[config.mk]
export PLATFORM = sky130hd
export DESIGN_NAME = sha256_multiblock_hasher
export DESIGN_NICKNAME = d
export VERILOG_FILES = /design/src/rtl/sha256_multiblock_hasher.sv
export SDC_FILE = /design/constraint.sdc
export NUM_CORES = 2
export LEC_CHECK = 0
export ABC_AREA = 1
export ABC_CLOCK_PERIOD_IN_PS = 7620
export BUFFER_PORTS_ARGS = -buffer_cell sky130_fd_sc_hd__buf_2
export CAP_MARGIN = 20
export CELL_PAD_IN_SITES_DETAIL_PLACEMENT = 0
export CELL_PAD_IN_SITES_GLOBAL_PLACEMENT = 1
export CORE_AREA = 2 2 481 483
export DETAILED_ROUTE_END_ITERATION = 10
export DIE_AREA = 0 0 483 485
export PLACE_DENSITY_LB_ADDON = 0.1
export SYNTH_ARGS = -nofsm -noshare
export SYNTH_HDL_FRONTEND = slang
export SYNTH_SLANG_ARGS = --single-unit
[constraint.sdc]
create_clock -name clk -period 7.62 [get_ports clk]
set_clock_uncertainty 0.1 [all_clocks]
set_input_delay 1.524 -clock clk [delete_from_list [all_inputs] [get_ports clk]]
set_output_delay 1.524 -clock clk [all_outputs]
set_load 0.01 [all_outputs]
[src/rtl/sha256_multiblock_hasher.sv]
// Runtime-length SHA-256 over a single-port word memory: reads, pads, hashes N blocks, writes digest.
// Optional SHA-224 output mode when SHA256_SHA224_MODE_EN is defined (adds the sha224 port).
module sha256_multiblock_hasher #(
  parameter int ADDR_W = 16,
  parameter int LEN_W  = 16
) (
  input  logic              clk,
  input  logic              reset_n,
  input  logic              start,
  input  logic [LEN_W-1:0]  msg_len,
  input  logic [ADDR_W-1:0] message_addr,
  input  logic [ADDR_W-1:0] output_addr,
`ifdef SHA256_SHA224_MODE_EN
  input  logic              sha224,
`endif
  output logic              done,
  output logic              mem_clk,
  output logic              mem_we,
  output logic [ADDR_W-1:0] mem_addr,
  output logic [31:0]       mem_write_data,
  input  logic [31:0]       mem_read_data
);

  localparam int BLK_W = LEN_W - 2;
  localparam int T_W   = LEN_W + 2;

  localparam logic [31:0] K [0:63] = '{
    32'h428a2f98, 32'h71374491, 32'hb5c0fbcf, 32'he9b5dba5, 32'h3956c25b, 32'h59f111f1, 32'h923f82a4, 32'hab1c5ed5,
    32'hd807aa98, 32'h12835b01, 32'h243185be, 32'h550c7dc3, 32'h72be5d74, 32'h80deb1fe, 32'h9bdc06a7, 32'hc19bf174,
    32'he49b69c1, 32'hefbe4786, 32'h0fc19dc6, 32'h240ca1cc, 32'h2de92c6f, 32'h4a7484aa, 32'h5cb0a9dc, 32'h76f988da,
    32'h983e5152, 32'ha831c66d, 32'hb00327c8, 32'hbf597fc7, 32'hc6e00bf3, 32'hd5a79147, 32'h06ca6351, 32'h14292967,
    32'h27b70a85, 32'h2e1b2138, 32'h4d2c6dfc, 32'h53380d13, 32'h650a7354, 32'h766a0abb, 32'h81c2c92e, 32'h92722c85,
    32'ha2bfe8a1, 32'ha81a664b, 32'hc24b8b70, 32'hc76c51a3, 32'hd192e819, 32'hd6990624, 32'hf40e3585, 32'h106aa070,
    32'h19a4c116, 32'h1e376c08, 32'h2748774c, 32'h34b0bcb5, 32'h391c0cb3, 32'h4ed8aa4a, 32'h5b9cca4f, 32'h682e6ff3,
    32'h748f82ee, 32'h78a5636f, 32'h84c87814, 32'h8cc70208, 32'h90befffa, 32'ha4506ceb, 32'hbef9a3f7, 32'hc67178f2};

  localparam logic [31:0] IV256 [0:7] = '{
    32'h6a09e667, 32'hbb67ae85, 32'h3c6ef372, 32'ha54ff53a,
    32'h510e527f, 32'h9b05688c, 32'h1f83d9ab, 32'h5be0cd19};
`ifdef SHA256_SHA224_MODE_EN
  localparam logic [31:0] IV224 [0:7] = '{
    32'hc1059ed8, 32'h367cd507, 32'h3070dd17, 32'hf70e5939,
    32'hffc00b31, 32'h68581511, 32'h64f98fa7, 32'hbefa4fa4};
`endif

  typedef enum logic [2:0] {IDLE, LOAD, COMPUTE, ADD, WRITE} state_t;

  function automatic logic [31:0] rotr(input logic [31:0] x, input int n);
    return (x >> n) | (x << (32 - n));
  endfunction

  state_t            state_q, state_d;
  logic [31:0]       h_r [0:7];
  logic [31:0]       v_r [0:7];
  logic [31:0]       w_r [0:15];
  logic [31:0]       iv  [0:7];
  logic [6:0]        cnt;
  logic [BLK_W-1:0]  blk, last_blk;
  logic [LEN_W-1:0]  len_r;
  logic [LEN_W:0]    len_p2;
  logic [ADDR_W-1:0] msg_addr_r, out_addr_r;
  logic [2:0]        wr_last;
  logic [3:0]        cap_k;
  logic [T_W-1:0]    t_rd, t_cap, len_ext;
  logic [63:0]       bitlen;
  logic [31:0]       load_word, w_new, t1, t2;
  logic              rd_active, final_blk;

`ifdef SHA256_SHA224_MODE_EN
  logic sel224;
  assign wr_last = sel224 ? 3'd6 : 3'd7;
  always_comb for (int i = 0; i < 8; i++) iv[i] = sha224 ? IV224[i] : IV256[i];
`else
  assign wr_last = 3'd7;
  always_comb for (int i = 0; i < 8; i++) iv[i] = IV256[i];
`endif

  assign mem_clk   = clk;
  assign len_p2    = {1'b0, msg_len} + (LEN_W+1)'(2);
  assign len_ext   = T_W'(len_r);
  assign bitlen    = 64'(len_r) << 5;
  assign final_blk = (blk == last_blk);
  // Word k of the block is addressed in LOAD cycle k and captured one cycle later.
  assign t_rd      = {blk, cnt[3:0]};
  assign cap_k     = cnt[3:0] - 4'd1;
  assign t_cap     = {blk, cap_k};
  assign rd_active = (state_q == LOAD) && !cnt[4] && (t_rd < len_ext);

  always_comb begin
    load_word = 32'h0;
    if (t_cap < len_ext)                  load_word = mem_read_data;
    else if (t_cap == len_ext)            load_word = 32'h8000_0000;
    else if (final_blk && cap_k == 4'd14) load_word = bitlen[63:32];
    else if (final_blk && cap_k == 4'd15) load_word = bitlen[31:0];
  end

  always_comb begin
    t1 = v_r[7] + (rotr(v_r[4], 6) ^ rotr(v_r[4], 11) ^ rotr(v_r[4], 25))
       + ((v_r[4] & v_r[5]) ^ (~v_r[4] & v_r[6])) + K[cnt[5:0]] + w_r[0];
    t2 = (rotr(v_r[0], 2) ^ rotr(v_r[0], 13) ^ rotr(v_r[0], 22))
       + ((v_r[0] & v_r[1]) ^ (v_r[0] & v_r[2]) ^ (v_r[1] & v_r[2]));
    w_new = (rotr(w_r[14], 17) ^ rotr(w_r[14], 19) ^ (w_r[14] >> 10)) + w_r[9]
          + (rotr(w_r[1], 7) ^ rotr(w_r[1], 18) ^ (w_r[1] >> 3)) + w_r[0];
  end

  always_ff @(posedge clk or negedge reset_n) begin
    if (!reset_n) state_q <= IDLE;
    else          state_q <= state_d;
  end

  always_comb begin
    state_d        = state_q;
    mem_we         = 1'b0;
    mem_addr       = '0;
    mem_write_data = 32'h0;
    unique case (state_q)
      IDLE:    if (start) state_d = LOAD;
      LOAD: begin
        if (rd_active) mem_addr = msg_addr_r + ADDR_W'(t_rd);
        if (cnt == 7'd16) state_d = COMPUTE;
      end
      COMPUTE: if (cnt == 7'd63) state_d = ADD;
      ADD:     state_d = final_blk ? WRITE : LOAD;
      WRITE: begin
        mem_we         = 1'b1;
        mem_addr       = out_addr_r + ADDR_W'(cnt[2:0]);
        mem_write_data = h_r[cnt[2:0]];
        if (cnt[2:0] == wr_last) state_d = IDLE;
      end
      default: state_d = IDLE;
    endcase
  end

  // done trails the state by one cycle so it rises only once IDLE is settled.
  always_ff @(posedge clk or negedge reset_n) begin
    if (!reset_n) done <= 1'b1;
    else          done <= (state_q == IDLE);
  end

  always_ff @(posedge clk or negedge reset_n) begin
    if (!reset_n) begin
      cnt        <= '0;
      blk        <= '0;
      last_blk   <= '0;
      len_r      <= '0;
      msg_addr_r <= '0;
      out_addr_r <= '0;
`ifdef SHA256_SHA224_MODE_EN
      sel224     <= 1'b0;
`endif
      for (int i = 0; i < 8; i++) begin
        h_r[i] <= 32'h0;
        v_r[i] <= 32'h0;
      end
      for (int i = 0; i < 16; i++) w_r[i] <= 32'h0;
    end else begin
      unique case (state_q)
        IDLE: if (start) begin
          len_r      <= msg_len;
          last_blk   <= BLK_W'(len_p2 >> 4);
          msg_addr_r <= message_addr;
          out_addr_r <= output_addr;
`ifdef SHA256_SHA224_MODE_EN
          sel224     <= sha224;
`endif
          blk        <= '0;
          cnt        <= '0;
          for (int i = 0; i < 8; i++) begin
            h_r[i] <= iv[i];
            v_r[i] <= iv[i];
          end
        end
        LOAD: begin
          if (cnt != 7'd0) begin
            for (int i = 0; i < 15; i++) w_r[i] <= w_r[i+1];
            w_r[15] <= load_word;
          end
          cnt <= (cnt == 7'd16) ? 7'd0 : cnt + 7'd1;
        end
        COMPUTE: begin
          for (int i = 0; i < 15; i++) w_r[i] <= w_r[i+1];
          w_r[15] <= w_new;
          v_r[0] <= t1 + t2;
          v_r[1] <= v_r[0];
          v_r[2] <= v_r[1];
          v_r[3] <= v_r[2];
          v_r[4] <= v_r[3] + t1;
          v_r[5] <= v_r[4];
          v_r[6] <= v_r[5];
          v_r[7] <= v_r[6];
          cnt <= (cnt == 7'd63) ? 7'd0 : cnt + 7'd1;
        end
        ADD: begin
          for (int i = 0; i < 8; i++) begin
            h_r[i] <= h_r[i] + v_r[i];
            v_r[i] <= h_r[i] + v_r[i];
          end
          blk <= blk + BLK_W'(1);
        end
        WRITE:   cnt <= cnt + 7'd1;
        default: cnt <= '0;
      endcase
    end
  end

endmodule
==> summary.md <==
| Metric | Value |
|---|---|
| Worst hold path type | `reg2reg` |
| Ranking of synthesized cells by area | `dfrtp_1 (35%), nand2_1 (14%), ha_1 (6.9%), inv_1 (6.7%), o21ai_0 (5.9%)` |
| Initial antenna violation count | `21` |
| Outcome | `finished clean` |
| ANT nets after route | `0` |
| CTS tree | `built` |
| Starting Density | `34.79%` |
| I/O pin count | `134` |
| Cell taking the most area after synthesis | `dfrtp_1` |
| Share of post-route cells with drive strength above 1 | `8.422%` |
| Synth warn | `0` |
| Critical path startpoint category | `flip-flop` |
| Unique masters post-synth | `70` |
| Final setup fails | `0` |
| Syn Area/Cell | `about 7.3 um2` |
| Top cell type's share of synthesized area | `34.83%` |
| Vias in the first global route | `75680` |
| Gpl congestion | `0.9890` |
| Number of flops mapped to enable cells by yosys | `0` |
| Main flop type after synthesis | `dfrtp_1` |
| Drt first pass iters | `6` |
| Final #Nets | `11890` |
| Critical R2R Launch | `cnt[1]` |
| Cells after Synth | `10890` |
| Sequential area share after synthesis | `34.87%` |
| Setup TNS | `0 ps` |
| Detailed Route Iter0 Violations | `a little under 8000` |
| DRC violations left | `0` |
| FMAX | `138.3 MHz` |
| Hold Startpoint | `w_r[334]` |
| Maximum fanout along the worst path | `16` |
| GR Util All Layers | `32.45%` |
| Kind of critical path | `reg2reg` |
| Syn-to-layout area delta | `14.25%` |
| Largest net degree at the start of global routing | `169` |
| Min cycle time layout | `7232 ps` |
| Die height | `485 um` |
| Clk slew on worst S/H paths | `60 ps` |
| Routed Wire Length | `387300 um` |
| Die Area | `about 0.23 mm2` |
| Post-synthesis async set-or-reset flop share | `100.0%` |
| Post-CTS Hold Buffers | `0` |
| Max-slew violations | `0` |
| Vias | `about 78000` |
| Final Hold Viols | `0` |
| WP data arrival | `7950 ps` |
| Number of port buffers | `between 100 and 150` |
| Worst reg-to-reg setup slack | `390 ps` |
| HPWL after detailed placement | `303100 um` |
| Drt wl/cell | `~27 um` |
| Worst Setup SP | `cnt[1]` |
| FP Rows | `about 180` |
| Worst-Margin Slew | `1408 ps` |
| Slowest stage delay, CP | `510 ps` |
| Die Wd | `483 um` |
| Req. time, crit path | `8340 ps` |
| Worst Setup End Kind | `flip-flop` |
| Fin crit share | `94.90%` |
| Placeable Area | `between 0.2 and 0.25 mm2` |
| Number of synthesized register bits | `1110` |
| Slowest-stage cell, CP | `nor2_2` |
| Max_slew headroom | `a little over 6%` |
| Commonest non-fill, non-tap cell in the layout | `nand2_1` |
| Clk_lat worst skew | `970 ps` |
| Total grt overflow | `0` |
| Mapped Area | `0.07967 mm2` |
| Routed vias/inst | `approximately 5.4` |
| Syn Nets | `11610` |
| Most frequent cells in the layout | `nand2_1 (2965), inv_1 (1428), dfrtp_1 (1105), o21ai_0 (930), a21oi_1 (833)` |
| First-pass GRT wire length | `around 550000 um` |
| Max-cap viol count | `0` |
routing by layer:
layer / part of all wire, % / wire [um] / track usage (%)
met2: 44 / 169100 / 49.91
met4: 4.5 / 17300 / 12.93
met5: 0.0080 / 31 / 0
met3: 6.0 / 23120 / 4.505
met1: 46 / 177700 / 45.86
synthesized netlist by cell type, types with 11 or more instances:
library cell,n
a211oi_1,31
a21boi_0,22
a21o_1,59
a21oi_1,834
a221oi_1,11
a22oi_1,24
a31oi_1,50
a41oi_1,23
buf_1,23
buf_2,176
clkbuf_1,243
dfrtp_1,1109
fa_1,199
ha_1,438
inv_1,1430
inv_2,14
nand2_1,2967
nand3_1,562
nand3b_1,39
nand4_1,73
nor2_1,568
nor3_1,84
nor4_1,17
o211ai_1,92
o21a_1,25
o21ai_0,938
o21ai_1,130
o21bai_1,62
o221ai_1,20
o22ai_1,96
o31ai_1,13
or2_2,73
xnor2_1,173
xor2_1,178
worst paths after layout:
path                                  to  cells after the start
worst max-delay path            v_r[248]                     34
worst min-delay path            w_r[366]                      2
worst max register to register  v_r[248]                     34
worst min register to register  w_r[366]                      2
max in group asynchronous       w_r[117]                      3
min in group asynchronous         h_r[1]                      1
worst max-delay path: cells and delay by family, from the launching register on:
kind                     cells  cell delay, ps
AND/OR/NAND/NOR             13            1990
adder cells (fa/ha/maj)      6            1850
AO/OA/AOI/OAI                7            1580
buffers and inverters        7             970
flip-flops                   1             400
XOR/XNOR                     1             240
stage by stage:
step	instance area, um2	std cells	hold slack (ps)	util (%)	setup slack [ps]
2_1_floorplan	79670	10890	342.2	-	975.4
3_3_place_gp	85790	14030	350.1	37.46	-260.9
3_5_place_dp	85870	14040	352.5	37.49	-160.1
4_1_cts	90910	14300	324.5	39.70	100.8
5_1_grt	90990	14310	363.4	39.73	-10.56
6_report	91020	14320	323.8	39.74	388.4
cell families (layout without fill, tap and decap cells):
logic type,Yosys count,in the layout,synth area share [%]
flops,1110,1110,34.87
mux,13,13,0.1790
xor+xnor,351,351,3.859
fa+ha+maj,638,638,11.89
compound gates,2476,2476,17.31
buf+inv,1892,2282,9.220
other cells,0,10,0
simple gates,4410,4410,22.67
final cells by class:
class	instances	area [um2]
Sequential cell	1110	27790
Clock buffer	209	4204
Fill cell	24360	138000
Inverter	1444	5446
Multi-Input combinational cell	7888	44610
Tap cell	3026	3786
Clock inverter	53	840.8
Antenna cell	10	25.02
Timing Repair Buffer	576	4319
sequential cells by signal (all words and copies together) (netlist names), 7 cells and up:
register	count
out_addr_r	16
blk	14
v_r	256
len_r	16
w_r	512
h_r	256
msg_addr_r	16
last_blk	13
cnt	7
timing repair:
action | in CTS | in global routing
cloned | 0 | 0
buffers inserted | 0 | 0
setup endpoints to repair | 9 | 15
gates resized for setup | 1 | 9
pin swaps | 0 | 0
Power is not shown: default switching activity piles up to over one toggle a cycle in this logic, so the estimate is an artifact.
